[src/rtl/button_pkg.sv]
`default_nettype none
// ============================================================================
//  Module      : button_pkg
//  Description : Shared constants and width helper for the button conditioner
//  Revision    : 1.0 - initial release
// ============================================================================
package button_pkg;

    localparam int BTN_SAMPLE_CNT_MAX     = 62500;
    localparam int BTN_PULSE_CNT_MAX      = 200;
    localparam int BTN_REPEAT_CNT_MAX     = 250;

    // Reduced values that keep simulation runs short
    localparam int BTN_SIM_SAMPLE_CNT_MAX = 4;
    localparam int BTN_SIM_PULSE_CNT_MAX  = 3;
    localparam int BTN_SIM_REPEAT_CNT_MAX = 2;

    // Counter width for a counter holding 0..max_val-1, never narrower than 1 bit
    function automatic int cnt_width(input int max_val);
        return (max_val > 1) ? $clog2(max_val) : 1;
    endfunction

    localparam int BTN_SAMPLE_W = cnt_width(BTN_SAMPLE_CNT_MAX);
    localparam int BTN_PULSE_W  = cnt_width(BTN_PULSE_CNT_MAX + 1);
    localparam int BTN_REPEAT_W = cnt_width(BTN_REPEAT_CNT_MAX);

endpackage
`default_nettype wire

[src/rtl/button_conditioner_synchronizer.sv]
`default_nettype none
// ============================================================================
//  Module      : synchronizer
//  Description : Two-flop synchronizer for asynchronous level inputs
//  Revision    : 1.0 - initial release
// ============================================================================
module synchronizer #(
    parameter int WIDTH = 1
) (
    input  logic             clk,
    input  logic             rst,
    input  logic [WIDTH-1:0] i_async,
    output logic [WIDTH-1:0] o_sync
);

    logic [WIDTH-1:0] r_meta;
    logic [WIDTH-1:0] r_sync;

    always_ff @(posedge clk) begin
        if (rst) begin
            r_meta <= '0;
            r_sync <= '0;
        end else begin
            r_meta <= i_async;
            r_sync <= r_meta;
        end
    end

    assign o_sync = r_sync;

endmodule
`default_nettype wire

[src/rtl/button_conditioner.sv]
`default_nettype none
// ============================================================================
//  Module      : button_conditioner
//  Description : Synchronize, debounce and edge-detect raw button levels into
//                single-cycle press pulses. Define
//                BUTTON_CONDITIONER_AUTOREPEAT_EN to add held-button repeats.
//  Revision    : 1.0 - initial release
// ============================================================================
module button_conditioner
    import button_pkg::*;
#(
    parameter int WIDTH          = 1,
    parameter int SAMPLE_CNT_MAX = BTN_SAMPLE_CNT_MAX,
    parameter int PULSE_CNT_MAX  = BTN_PULSE_CNT_MAX,
    parameter int REPEAT_CNT_MAX = BTN_REPEAT_CNT_MAX
) (
    input  logic             clk,
    input  logic             rst,
    input  logic [WIDTH-1:0] in,
    output logic [WIDTH-1:0] out
);

    localparam int SAMPLE_W = cnt_width(SAMPLE_CNT_MAX);
    localparam int PULSE_W  = cnt_width(PULSE_CNT_MAX + 1);

    localparam logic [SAMPLE_W-1:0] C_SAMPLE_LAST = SAMPLE_W'(SAMPLE_CNT_MAX - 1);
    localparam logic [PULSE_W-1:0]  C_PULSE_MAX   = PULSE_W'(PULSE_CNT_MAX);

    logic [WIDTH-1:0]    w_synced;
    logic [SAMPLE_W-1:0] r_sample_cnt;
    logic [SAMPLE_W-1:0] w_sample_cnt_next;
    logic                w_tick;

    synchronizer #(
        .WIDTH   (WIDTH)
    ) u_sync (
        .clk     (clk),
        .rst     (rst),
        .i_async (in),
        .o_sync  (w_synced)
    );

    // Shared sample timebase for all channels
    always_comb begin
        w_tick            = (r_sample_cnt == C_SAMPLE_LAST);
        w_sample_cnt_next = w_tick ? '0 : r_sample_cnt + SAMPLE_W'(1);
    end

    always_ff @(posedge clk) begin
        if (rst) r_sample_cnt <= '0;
        else     r_sample_cnt <= w_sample_cnt_next;
    end

    for (genvar i = 0; i < WIDTH; i++) begin : g_chan
        logic [PULSE_W-1:0] r_sat_cnt;
        logic [PULSE_W-1:0] w_sat_cnt_next;
        logic               w_debounced;
        logic               r_deb;
        logic               w_edge;

        // A single low synchronized sample restarts qualification
        always_comb begin
            w_sat_cnt_next = r_sat_cnt;
            if (!w_synced[i])
                w_sat_cnt_next = '0;
            else if (w_tick && (r_sat_cnt != C_PULSE_MAX))
                w_sat_cnt_next = r_sat_cnt + PULSE_W'(1);
        end

        assign w_debounced = (r_sat_cnt == C_PULSE_MAX);
        assign w_edge      = w_debounced & ~r_deb;

        always_ff @(posedge clk) begin
            if (rst) begin
                r_sat_cnt <= '0;
                r_deb     <= 1'b0;
            end else begin
                r_sat_cnt <= w_sat_cnt_next;
                r_deb     <= w_debounced;
            end
        end

`ifdef BUTTON_CONDITIONER_AUTOREPEAT_EN
        localparam int REPEAT_W = cnt_width(REPEAT_CNT_MAX);
        localparam logic [REPEAT_W-1:0] C_REPEAT_LAST = REPEAT_W'(REPEAT_CNT_MAX - 1);

        logic [REPEAT_W-1:0] r_rep_cnt;
        logic [REPEAT_W-1:0] w_rep_cnt_next;
        logic                r_rep_pulse;
        logic                w_rep_pulse_next;

        // Gating on the synchronized level stops repeats as soon as release is seen
        always_comb begin
            w_rep_cnt_next   = r_rep_cnt;
            w_rep_pulse_next = 1'b0;
            if (!w_debounced) begin
                w_rep_cnt_next = '0;
            end else if (w_tick) begin
                if (r_rep_cnt == C_REPEAT_LAST) begin
                    w_rep_cnt_next   = '0;
                    w_rep_pulse_next = w_synced[i];
                end else begin
                    w_rep_cnt_next = r_rep_cnt + REPEAT_W'(1);
                end
            end
        end

        always_ff @(posedge clk) begin
            if (rst) begin
                r_rep_cnt   <= '0;
                r_rep_pulse <= 1'b0;
            end else begin
                r_rep_cnt   <= w_rep_cnt_next;
                r_rep_pulse <= w_rep_pulse_next;
            end
        end

        assign out[i] = w_edge | r_rep_pulse;
`else
        assign out[i] = w_edge;
`endif
    end

endmodule
`default_nettype wire
[config.mk]
export PLATFORM = sky130hd
export DESIGN_NAME = button_conditioner
export DESIGN_NICKNAME = d
export VERILOG_FILES = /design/src/rtl/button_pkg.sv /design/src/rtl/button_conditioner_synchronizer.sv /design/src/rtl/button_conditioner.sv
export SDC_FILE = /design/constraint.sdc
export NUM_CORES = 1
export LEC_CHECK = 0
export ABC_AREA = 1
export CORE_MARGIN = 3
export CORE_UTILIZATION = 45
export CTS_CLUSTER_SIZE = 28
export DETAILED_ROUTE_END_ITERATION = 8
export PLACE_DENSITY = 0.58
export SLEW_MARGIN = 20
export SYNTH_ARGS = -nofsm -noshare
export SYNTH_HDL_FRONTEND = slang
export SYNTH_HIERARCHICAL = 1
export SYNTH_SLANG_ARGS = --single-unit
[constraint.sdc]
create_clock -name clk -period 2.7 [get_ports clk]
set_input_delay 0.675 -clock clk [delete_from_list [all_inputs] [get_ports clk]]
set_output_delay 0.675 -clock clk [all_outputs]
set_load 0.01 [all_outputs]
# After elaboration in Yosys (flattened, before gate mapping)
# Index checks and enable logic that the tools add are counted.
# word_totals
regBits	27
wordCells	16
output_inout_bits	1
input_bits	3
# op_classes
n_addsub	2
n_reduce_logical	3
bitwise	3
n_eq_ne	3
# op_table
op	n
16-bit by 1-bit adder with 16-bit output (second input constant)	1
16-bit equality test (second input constant)	1
8-bit by 1-bit adder with 8-bit output (second input constant)	1
8-bit equality test (second input constant)	1
8-bit != test (second input constant)	1
2-bit OR reduction	2
1-bit NOT	2
1-bit AND	1
1-bit logical AND	1

# Logic depth before layout (Yosys ltp)
# depth
word_depth	2
ltp_mapped	9
ltp_nobuf	9

# Cells and area by module
# The synthesis kept the hierarchy.
# by_module_without_submodules
module	cells_per_inst	area_each_um2	seq_area_each_um2	n_inst
button_conditioner	228	1426.4	500.5	1
synchronizer	6	55.1	40.0	1

# Worst setup path before layout
# Ideal clock, no wire load.
# synth_path
path_kind	register to output
from	register g_chan[0].r_sat_cnt[0]
to	output out
path_buffers	0
setup_slack_ns	1.092
path_stages_with_launch	7
t_arrival_ns	0.933
required_time_ns	2.025
path_cell_list	dfxtp_1 > inv_1 > ha_1 > nand2_1 > nor2_1 > nand2_1 > nor2_1
# synth_between
elab_chain_len	2
# synth_rtl
item	line_no	rtl
start, declared	button_conditioner.sv:55	logic [PULSE_W-1:0] r_sat_cnt;
start signal, assigned	button_conditioner.sv:78	r_sat_cnt <= w_sat_cnt_next;
8-bit equality test	button_conditioner.sv:70	assign w_debounced = (r_sat_cnt == C_PULSE_MAX);
1-bit AND	button_conditioner.sv:71	assign w_edge = w_debounced & ~r_deb;
end, declared	button_conditioner.sv:20	output logic [WIDTH-1:0] out
# No other way between the ends.

# Worst setup path in the final report
# Ends and elaborated chain as after synthesis.

==> impl_metrics.csv <==
group,metric,value,unit
outcome,outcome,"finished, final reports clean",
grt,antenna_found_initial,0,
clock_tree,post_cts_buffers,0,
critical_path,crit-reg2reg-launch,"r_sample_cnt[0]",
yosys,synth_top_cell_area_share,0.365,
floorplanning,io_pins,4,
sta,final_slew_viol_count,0,
sta,fin_tns_setup,0,ns
cells_and_area,number_of_filler_cells_placed_in_the_layout,317,
cells_and_area,layoutNonFillerInstCount,284,
yosys,synth_flop_cell,"dfxtp_1",
place,hpwlAfterDp,2300,µm
clock_tree,postCtsHoldBufs,0,
floorplanning,die_footprint,4020,µm²
critical_path,timing.critical_path.from,"g_chan[0].r_sat_cnt[0]",
sta,max_freq,397,MHz
yosys,postSynth.asyncResetShare,0,
detailed_routing,first_iter_violations,106,
yosys,syn-mean-instance-area,6.33,µm²
clock_tree,cts_sinks,27,
floorplanning,placementRows,20,
cells_and_area,drive_gt1_frac,0.0667,
sta,rsz0062_at_grt,"false",
floorplanning,core_area,3100,µm²
flow_run,number_of_maximum_capacitance_violations,0,
detailed_routing,firstDrtPassIters,4,
place,routabilityCongestion,0.815,
power_and_ir_drop,total_power,610,µW
grt,global_route_wire_length_before_repair,4990,µm
detailed_routing,drc,0,
detailed_routing,sum_of_routed_wire_length_over_all_layers,2940,µm
yosys,netlist_area,1480,µm²
cells_and_area,layout.nets,247,
yosys,synth.cells.most_frequent,"nand2_1 (68), nor2_1 (49), inv_1 (33), dfxtp_1 (27), nand3_1 (20)",
clock_tree,max_root_sink_buffers,2,
place,place_inst,280,
yosys,yosysTopAreaCell,"dfxtp_1",
clock_tree,path_clk_slew,0.15,ns
sta,final_hold_viol_count,0,
detailed_routing,num_vias,1343,
clock_tree,tritoncts,"yes",
floorplanning,die_x,63.4,µm
critical_path,path_class,"reg2out",
cells_and_area,layout-area-overhead-vs-synth,6.76,%
critical_path,worst_ep_required_time,2.03,ns
yosys,net_count_after_synthesis,240,
power_and_ir_drop,vdd.ir_drop.worst,270,µV
clock_tree,cts-buffers-inserted,3,
yosys,synth_edf_count,0,
yosys,sequential_element_share_of_the_synthesized_area,0.365,
power_and_ir_drop,power_density,386,nW/µm²
critical_path,critical_path_arrival,1.85,ns
cells_and_area,multiInputGateArea,795,µm²
clock_tree,clkLatencyLatePin,0.33,ns
detailed_routing,avgViaCountPerCell,4.73,
cells_and_area,sequential_cell_area,541,µm²
yosys,synth_seq_cells,27,
grt,grt.total_usage,0.156,
clock_tree,post_cts.resized_instances,0,
yosys,netlist_top_cells_area,"dfxtp_1 (36%), nand2_1 (17%), nor2_1 (12%)",
sta,worstMarginPinSlew,0.459,ns
critical_path,cp_max_fo,4,
sta,min_period_over_period,0.933,
cells_and_area,insertedDiodeCount,0,
sta,period_needed,2.52,ns
sta,max-slew-margin-rel,0.693,
hold_path,hold_start,"u_sync/r_meta",
floorplanning,die_h,63.4,µm
clock_tree,clock_tree.root_cell,"clkbuf_4",
critical_path,worst_setup_path_end_kind,"output port",
power_and_ir_drop,total_leakage_power,0.000660,µW
sta,final.setup_skew,0.00886,ns
floorplanning,floorplan.initialDensity,0.477,
place,io_buffer_count,3,
sta,final-setup-viol-count,0,
critical_path,timing.critical_path.from_type,"flip-flop",
grt,total_congestion_overflow,0,
yosys,leading_cell_type_by_number_of_instances_after_synthesis,"nand2_1",
clock_tree,cts_htree_levels,1,
detailed_routing,route.detailed.wl_per_inst,10.3,µm
yosys,yosys_warnings,6,
grt,grt_pass1_vias,1181,
yosys,synth_cell_types,21,
grt,maximum_number_of_pins_on_one_net_before_global_route_repair,17,
yosys,syn_inst,234,
hold_path,hold_class,"reg2reg",
detailed_routing,ant_nets,0,
worst max-delay path: stages (launching register included):
cell and delay, ns:
dfxtp_1 0.36, inv_1 0.09, ha_1 0.15, nand2_1 0.05
nor2_1 0.09, nand2_1 0.11, nor2_1 0.11, clkdlybuf4s50_1 0.54
cells by family after synthesis:
| group | Yosys count | share of synthesized area |
|---|---|---|
| flip-flops | 27 | 0.365 |
| buffers and inverters | 37 | 0.0988 |
| adder cells (fa/ha/maj) | 3 | 0.0253 |
| AO/OA/AOI/OAI | 11 | 0.0465 |
| XOR/XNOR | 2 | 0.0118 |
| AND/OR/NAND/NOR | 154 | 0.453 |
stage by stage:
stage               instance area (µm²)  worst slack, ns  utilization  hold WS [ns]
global placement                   1560            0.580        0.501         0.395
detailed placement                 1560            0.570        0.501         0.403
global route                       1580           0.0302        0.510         0.448
CTS                                1580            0.158        0.510         0.411
finish                             1580            0.180        0.510         0.409
floorplan                          1480             1.09            -         0.388
metal layers:
| layer | track usage | vias to the layer above | routed length (µm) |
|---|---|---|---|
| met5 | 0 | - | 0 |
| met4 | 0.0647 | 0 | 44 |
| met3 | 0.0267 | 4 | 103 |
| met2 | 0.259 | 21 | 1340 |
| met1 | 0.198 | 588 | 1450 |
| li1 | - | 730 | - |
area by class of cell:
| class | instances | area share |
|---|---|---|
| well taps | 44 | 0.0348 |
| multi-input cells | 170 | 0.502 |
| clock buffers | 4 | 0.0166 |
| repair buffers | 3 | 0.0190 |
| inverters | 36 | 0.0854 |
| flip-flops and latches | 27 | 0.342 |
layout by cell type (no fill, tap or decap), drive strengths merged:
master	Yosys	routed
nand2	69	69
nor2	53	53
inv	36	36
dfxtp	27	27
nand3	22	22
a21oi	7	7
nor3	7	7
clkbuf	0	4
nand4	3	3
ha	3	3
clkdlybuf4s50	0	3
o21ai	3	3
xor2	2	2
o21bai	1	1
registers in the layout (all words and copies together) (netlist names):
name,cells
u_sync/o_sync,1
r_sample_cnt,16
g_chan.r_deb,1
g_chan.r_sat_cnt,8
u_sync/r_meta,1
where the power goes:
| group | switching (µW) | leakage (µW) | total (µW) | internal (µW) |
|---|---|---|---|---|
| sequential | 3.44 | 0.000218 | 407 | 404 |
| clock | 124 | 0.0000150 | 182 | 58.0 |
| combinational | 13.7 | 0.000426 | 21.3 | 7.62 |
| total | 141 | 0.000660 | 610 | 469 |
final timing paths:
check / endpoint / depth (start not counted) / slack (ns)
max reg2reg: r_sample_cnt[13] / 6 / 1.14
max: out / 7 / 0.18
min: u_sync/o_sync / 2 / 0.41
min reg2reg: u_sync/o_sync / 2 / 0.41
(Power assumes the default switching activity.)
